===== src/rtl/serial_word_rx.sv =====
// Framed serial-to-parallel receiver: start/data/parity/stop sampled on bit_en strobes,
// word presented on a valid/ready output register with parity, framing and overrun flags.
module serial_word_rx #(
    parameter int WIDTH      = 8,
    parameter int MSB_FIRST  = 0,
    parameter int PARITY_EN  = 1,
    parameter int PARITY_ODD = 0
) (
    input  logic             clk,
    input  logic             rst,
    input  logic             bit_en,
    input  logic             s_in,
    output logic [WIDTH-1:0] p_data,
    output logic             p_valid,
    input  logic             p_ready,
    output logic             parity_err,
    output logic             frame_err,
    output logic             overrun,
    output logic             busy
);

    localparam int CW = (WIDTH > 1) ? $clog2(WIDTH) : 1;

    typedef enum logic [2:0] {IDLE, DATA, PARITY, STOP, BREAK} state_t;

    state_t           state;
    logic [CW-1:0]    cnt;
    logic [WIDTH-1:0] sr;
    logic [WIDTH-1:0] sr_next;
    logic             acc;
    logic             perr_pend;
    logic             accept;

    assign accept = p_valid & p_ready;

    always_comb begin
        sr_next = sr;
        if (MSB_FIRST != 0) sr_next = {sr[WIDTH-2:0], s_in};
        else                sr_next = {s_in, sr[WIDTH-1:1]};
    end

    always_ff @(posedge clk) begin
        if (rst) begin
            state      <= IDLE;
            cnt        <= '0;
            sr         <= '0;
            acc        <= 1'b0;
            perr_pend  <= 1'b0;
            p_data     <= '0;
            p_valid    <= 1'b0;
            parity_err <= 1'b0;
            frame_err  <= 1'b0;
            overrun    <= 1'b0;
            busy       <= 1'b0;
        end else begin
            frame_err <= 1'b0;
            overrun   <= 1'b0;
            // An accept clears valid; a load later in this block re-asserts it.
            if (accept) p_valid <= 1'b0;
            if (bit_en) begin
                case (state)
                    IDLE: begin
                        if (!s_in) begin
                            state     <= DATA;
                            cnt       <= '0;
                            acc       <= 1'b0;
                            perr_pend <= 1'b0;
                            busy      <= 1'b1;
                        end
                    end
                    DATA: begin
                        sr  <= sr_next;
                        acc <= acc ^ s_in;
                        cnt <= cnt + 1'b1;
                        if (cnt == CW'(WIDTH - 1))
                            state <= (PARITY_EN != 0) ? PARITY : STOP;
                    end
                    PARITY: begin
                        if (s_in != (acc ^ 1'(PARITY_ODD))) perr_pend <= 1'b1;
                        state <= STOP;
                    end
                    STOP: begin
                        if (s_in) begin
                            if (!p_valid || accept) begin
                                p_data     <= sr;
                                parity_err <= perr_pend;
                                p_valid    <= 1'b1;
                            end else begin
                                overrun <= 1'b1;
                            end
                            state <= IDLE;
                            busy  <= 1'b0;
                        end else begin
                            frame_err <= 1'b1;
                            state     <= BREAK;
                        end
                    end
                    BREAK: begin
                        if (s_in) begin
                            state <= IDLE;
                            busy  <= 1'b0;
                        end
                    end
                    default: state <= IDLE;
                endcase
            end
        end
    end

endmodule


===== config.mk =====
export PLATFORM = sky130hd
export DESIGN_NAME = serial_word_rx
export DESIGN_NICKNAME = d
export VERILOG_FILES = /design/src/rtl/serial_word_rx.sv
export SDC_FILE = /design/constraint.sdc
export NUM_CORES = 1
export LEC_CHECK = 0
export CELL_PAD_IN_SITES_DETAIL_PLACEMENT = 0
export CELL_PAD_IN_SITES_GLOBAL_PLACEMENT = 1
export CORE_ASPECT_RATIO = 0.6
export CORE_MARGIN = 2
export CORE_UTILIZATION = 44
export DETAILED_ROUTE_END_ITERATION = 6
export PLACE_DENSITY = 0.87
export SETUP_SLACK_MARGIN = 0.5
export SYNTH_ARGS = -nofsm -noshare
export SYNTH_HDL_FRONTEND = slang
export SYNTH_SLANG_ARGS = --single-unit

===== constraint.sdc =====
create_clock -name clk -period 3.7 [get_ports clk]
set_clock_uncertainty 0.2 [all_clocks]
set_input_delay 0.74 -clock clk [delete_from_list [all_inputs] [get_ports clk]]
set_output_delay 0.74 -clock clk [all_outputs]
set_load 0.1 [all_outputs]

==> results of run 1 <==
-- per-layer routing --
metal  vias up  track usage (%)  share of wire, %
met5         -                0                 0
met4         0             6.32               1.1
met3         5             5.79               4.3
met2        18             24.7                42
met1       470             20.1                53
li1        500                -                 -
-- synthesized netlist by cell type --
master | number | share of area [%]
o31ai_1 | 1 | 0.56
and3b_1 | 2 | 1.3
nand4b_4 | 1 | 1.8
nor2_1 | 10 | 2.8
nand2b_1 | 21 | 9.8
ha_1 | 2 | 1.9
a21oi_1 | 8 | 3.0
nor3b_2 | 2 | 1.9
inv_1 | 3 | 0.84
nand4b_1 | 1 | 0.65
buf_4 | 2 | 1.1
mux2i_1 | 17 | 13
nor3_1 | 3 | 1.1
dfxtp_1 | 29 | 43
nor2b_1 | 3 | 1.4
o311a_1 | 1 | 0.74
nand3b_1 | 1 | 0.56
buf_1 | 1 | 0.28
buf_2 | 4 | 1.5
a31oi_1 | 1 | 0.47
and4bb_4 | 1 | 1.2
o211ai_1 | 1 | 0.56
nor4b_1 | 2 | 1.3
a22oi_1 | 2 | 1.1
buf_6 | 3 | 2.5
a2111oi_2 | 1 | 1.1
nand2_1 | 5 | 1.4
or3b_1 | 1 | 0.65
a221oi_1 | 1 | 0.65
o21ai_0 | 4 | 1.5
clkbuf_1 | 1 | 0.28
nand3_1 | 1 | 0.37
-- flip-flops by register name, summed over array words and instances, names as in the netlist --
register and count:
frame_err 1, perr_pend 1, p_valid 1, busy 1
p_data 8, cnt 3, state 3, acc 1
overrun 1, parity_err 1, sr 8
-- final timing paths --
| kind | from | to | slack (ps) |
|---|---|---|---|
| worst max register to register | state[1]$_SDFFE_PP0P_ | p_data[5]$_SDFFE_PP0P_ | 1990 |
| worst max-delay path | busy$_SDFFE_PP0P_ | busy | 960 |
| worst min-delay path | perr_pend$_SDFFE_PP0P_ | perr_pend$_SDFFE_PP0P_ | 280 |
| worst min register to register | perr_pend$_SDFFE_PP0P_ | perr_pend$_SDFFE_PP0P_ | 280 |
-- kinds of logic after synthesis --
logic type	Yosys count	synth area share [%]
simple gates	54	26.1
flops	29	43.2
compound gates	20	9.67
mux	17	12.7
buf+inv	14	6.51
fa+ha+maj	2	1.86
-- final cells by class --
type                    instances  area [um2]  share of cell area [%]
multi-input cells              93         677                    41.9
repair buffers                 18         178                    11.0
inverters                       3        11.3                   0.697
clock inverters                 1        30.0                    1.86
well taps                      42        52.6                    3.25
clock buffers                   7        86.3                    5.34
flip-flops and latches         29         581                    35.9
-- power by group --
group	switching [mW]	total [mW]	internal (mW)
logic	0.0239	0.0403	0.0164
clock network	0.115	0.334	0.219
registers	0.00431	0.320	0.315
total	0.143	0.694	0.551
-- metrics by stage --
step                total power, mW  instances  instance area [um2]
detailed placement            0.367        185                 1500
CTS                           0.702        193                 1620
finish                        0.694        193                 1620
floorplan                     0.358        136                 1350
global route                  0.718        193                 1620
global placement              0.365        185                 1500
==> results.cfg, run 1 <==
[setup_path]
path_max_fanout = 4
crit_type = reg2out
start_kind = register
cp_slowest_cell = clkdlybuf4s50_1
end_kind = output pin
cp.depth = 1
reg2reg_depth = 4
crit_path_max_incr_delay_ps = 1150
crit_buf_inv = 1
cp.arrival_ps = 1800
cp_cell_sequence = clkdlybuf4s50_1
crit_family = buffers and inverters
cp_data_required_time_ps = 2760

[grt]
grt_pass1_wl_um = 4020
antenna_found_initial = 0
grt_max_degree = 39
overflow = 0
grt_pass1_vias = 889
track_usage_pct = 15.8

[timing]
min_period_over_period_pct = 74.0
post-route-min-period_ps = 2740
setup_viol = 0
slew_violations = 0
worst_slack_ps = 961
rsz0062_at_grt = false
slew_headroom_pct = 26.3
final.setup.tns_ps = 0
final_hold_viol_count = 0
hold-worst-slack_ps = 276
fmax_mhz = 365
worst_pin_slew_ps = 1100

[finish]
drive_gt1_share_pct = 8.61
area_growth_syn_to_layout_pct = 20.1
nNetsFinal = 157
layout_commonest_cell = dfxtp_1
fin_util_pct = 55.9
mostFrequentLayoutCells = 29 x dfxtp_1, 21 x nand2b_1, 17 x mux2i_1, 17 x clkdlybuf4s50_1, 10 x nor2_1
antenna_cells = 0
fillers = 285

[routing]
num_vias = 993
wl_um = 2580
drc_errors = 0
drtIter0Drc = 25
dr.pass1.iters = 4
detail_route.wl_per_cell_um = 13.4
ant_nets = 0
vias_per_cell = 5.15

[flow_run]
cap_viol_max_count = 0

[clock_network]
cts.sink_count = 29
cts_resized = 0
cts-root-buf = clkbuf_8
tritoncts = built
clk_pin_slew_ps = 60
cts_buffers = 5
worstSkewPairLatency_ps = 270
htreeDepth = 2
post_cts_buffers = 0
clockBufferDepth = 2
cts_hold_buf = 0

[yosys]
syn-mean-instance-area_um2 = 9.89
syn_nets = 143
ys_warn_count = 0
synth.distinct_cells = 32
yosysSeqAreaShare_pct = 43.2
synth-seq-cells = 29
netlist_area_um2 = 1350
netlist_instances = 136

[die]
start_util_pct = 46.5
core_area_um2 = 2890
die_area_um2 = 3530
row_count = 15
die_x_um = 75.4
pin_count = 18
fp.dieH_um = 46.8

[worst_hold_path]
worstHoldPathCells = 2
hp-class = reg2reg

[place]
gp_congestion = 0.768
dpl.hpwl_um = 1730
port_buffers = 17
pre_cts_ws_ps = 1090

[status]
outcome = complete, no violations

[power]
p_per_area_nw_per_um2 = 430
p_leak_nw = 0.567
vdd_drop_max_mv = 0.262
No activity file was read; power rests on OpenSTA's default activity.
==> run 2: changes to the inputs <==
- CORE_UTILIZATION: 44 -> 41
- PLACE_DENSITY: 0.87 -> 0.82
- clock period: 3.7 -> 2.8 ns (I/O delays scaled with it)
==> run 2 against run 1 <==
First-iteration DRC count rose to 2.7 times the previous value; via count decreased by 1.4%; largest cell class unchanged; critical path depth increased by 4; final cell count rose by 2.1%; critical path type is now in2reg; clock power is 12% higher; global-route usage shrank 1.3 points; die area increased by 6.8%; register-to-register slack worse by 890 ps; count of clock-buffer cells in the layout unchanged.
==> results.cfg, run 2 (synthesized netlist as in run 1, its figures left out) <==
[place]
port_buffers = 17
gp_congestion = 0.794
pre_cts_ws_ps = 392
detailed_place.area_um2 = 1480
dpl.hpwl_um = 1690

[setup_path]
worst_r2r_endpoint = p_data[1]$_SDFFE_PP0P_
crit_type = in2reg
cp_slowest_cell = clkdlybuf4s50_1
reg2reg_from = state[1]$_SDFFE_PP0P_
path_max_fanout = 14
end_kind = register
crit_end = p_data[1]$_SDFFE_PP0P_
cp-startpoint = s_in
cp.arrival_ps = 2120
r2r_slack_ps = 1100
cp_cell_sequence = clkdlybuf4s50_1, nand4b_4, nor3b_2, buf_4, mux2i_1
reg2reg_depth = 4
start_kind = input pin
crit_path_max_incr_delay_ps = 790
cp_data_required_time_ps = 2800

[die]
row_count = 16
die_x_um = 77.9
pin_count = 18
start_util_pct = 42.0
fp.dieH_um = 48.4
die_area_um2 = 3770
core_area_um2 = 3200

[grt]
use_met1_pct = 19.9
grt_max_degree = 39
track_usage_pct = 14.5
use_met3_pct = 5.22
grt_util_met2_pct = 21.0
grt_pass1_vias = 922
antenna_found_initial = 0
grt_pass1_wl_um = 4280
busiest_layer = met2
overflow = 0

[timing]
fmax_mhz = 471
final.setup.tns_ps = 0
slew_headroom_pct = 64.4
setup_viol = 0
worst_pin_slew_ps = 533
rsz0062_at_grt = false
min_period_over_period_pct = 75.8
slew_violations = 0
hold-worst-slack_ps = 283
worst_slack_ps = 679
final_hold_viol_count = 0
post-route-min-period_ps = 2120

[clock_network]
htreeDepth = 2
cts-root-buf = clkbuf_8
cts_hold_buf = 0
post_cts_buffers = 0
clk_pin_slew_ps = 60
cts_resized = 0
cts_buffers = 5
clockBufferDepth = 2
worstSkewPairLatency_ps = 270
tritoncts = built
cts.sink_count = 29

[routing]
drtIter0Drc = 68
vias_per_cell = 4.97
ant_nets = 0
dr.pass1.iters = 5
drc_errors = 0
wl_um = 2490
detail_route.wl_per_cell_um = 12.6
num_vias = 979

[finish]
layout_commonest_cell = dfxtp_1
drive_gt1_share_pct = 18.4
area_growth_syn_to_layout_pct = 17.4
nNetsFinal = 158
fillers = 305
antenna_cells = 0
top_regs = p_data (8), sr (8)
mostFrequentLayoutCells = 29 x dfxtp_1, 21 x nand2b_1, 17 x mux2i_1
design_area_um2 = 1580

[flow_run]
cap_viol_max_count = 0

[worst_hold_path]
hp-class = reg2reg
min_from = p_data[3]$_SDFFE_PP0P_

[power]
p_leak_nw = 0.594
vdd_drop_max_mv = 0.232
p_per_area_nw_per_um2 = 537

[status]
outcome = complete, no violations
## run 2: worst min-delay path by stage
stage / end / slack, ps / cells past startpoint
2_1_floorplan: perr_pend$_SDFFE_PP0P_ / 250 / 2
3_3_place_gp: p_data[2]$_SDFFE_PP0P_ / 260 / 2
3_5_place_dp: p_data[2]$_SDFFE_PP0P_ / 270 / 2
4_1_cts: p_data[2]$_SDFFE_PP0P_ / 280 / 2
5_1_grt: p_data[2]$_SDFFE_PP0P_ / 310 / 2
6_report: p_data[3]$_SDFFE_PP0P_ / 280 / 2
## run 2: final cells by class
| type | count | area, um2 | area share (%) |
|---|---|---|---|
| Clock buffer | 7 | 96.3 | 6.10 |
| Clock inverter | 1 | 5.00 | 0.317 |
| Inverter | 3 | 11.3 | 0.713 |
| Multi-Input combinational cell | 93 | 677 | 42.9 |
| Sequential cell | 29 | 581 | 36.8 |
| Tap cell | 45 | 56.3 | 3.57 |
| Timing Repair Buffer | 19 | 153 | 9.67 |
## run 2: where the power goes
part           switching (mW)  internal (mW)  leakage (nW)
sequential            0.00544          0.417         0.234
combinational          0.0307         0.0219         0.306
clock                   0.152          0.222        0.0542
total                   0.188          0.660         0.594
## run 2: metrics by stage
stage	instances	util, %	total power, mW
finish	197	49.3	0.848
global route	197	49.3	0.884
CTS	197	49.3	0.859
detailed placement	189	46.1	0.484
global placement	189	46.1	0.483
floorplan	136	-	0.473
## run 2: layer usage
metal | up-vias | share of wire (%) | wire length, um
met5 | - | 0 | 0
met4 | 0 | 0.72 | 18
met3 | 4 | 4.3 | 108
met2 | 21 | 45 | 1120
met1 | 460 | 50 | 1240
li1 | 494 | - | -
## run 2: worst max-delay path, delay by kind of cell
| kind | cells | cell delay [ps] |
|---|---|---|
| buf+inv | 2 | 1010 |
| simple gates | 2 | 320 |
| mux | 1 | 220 |
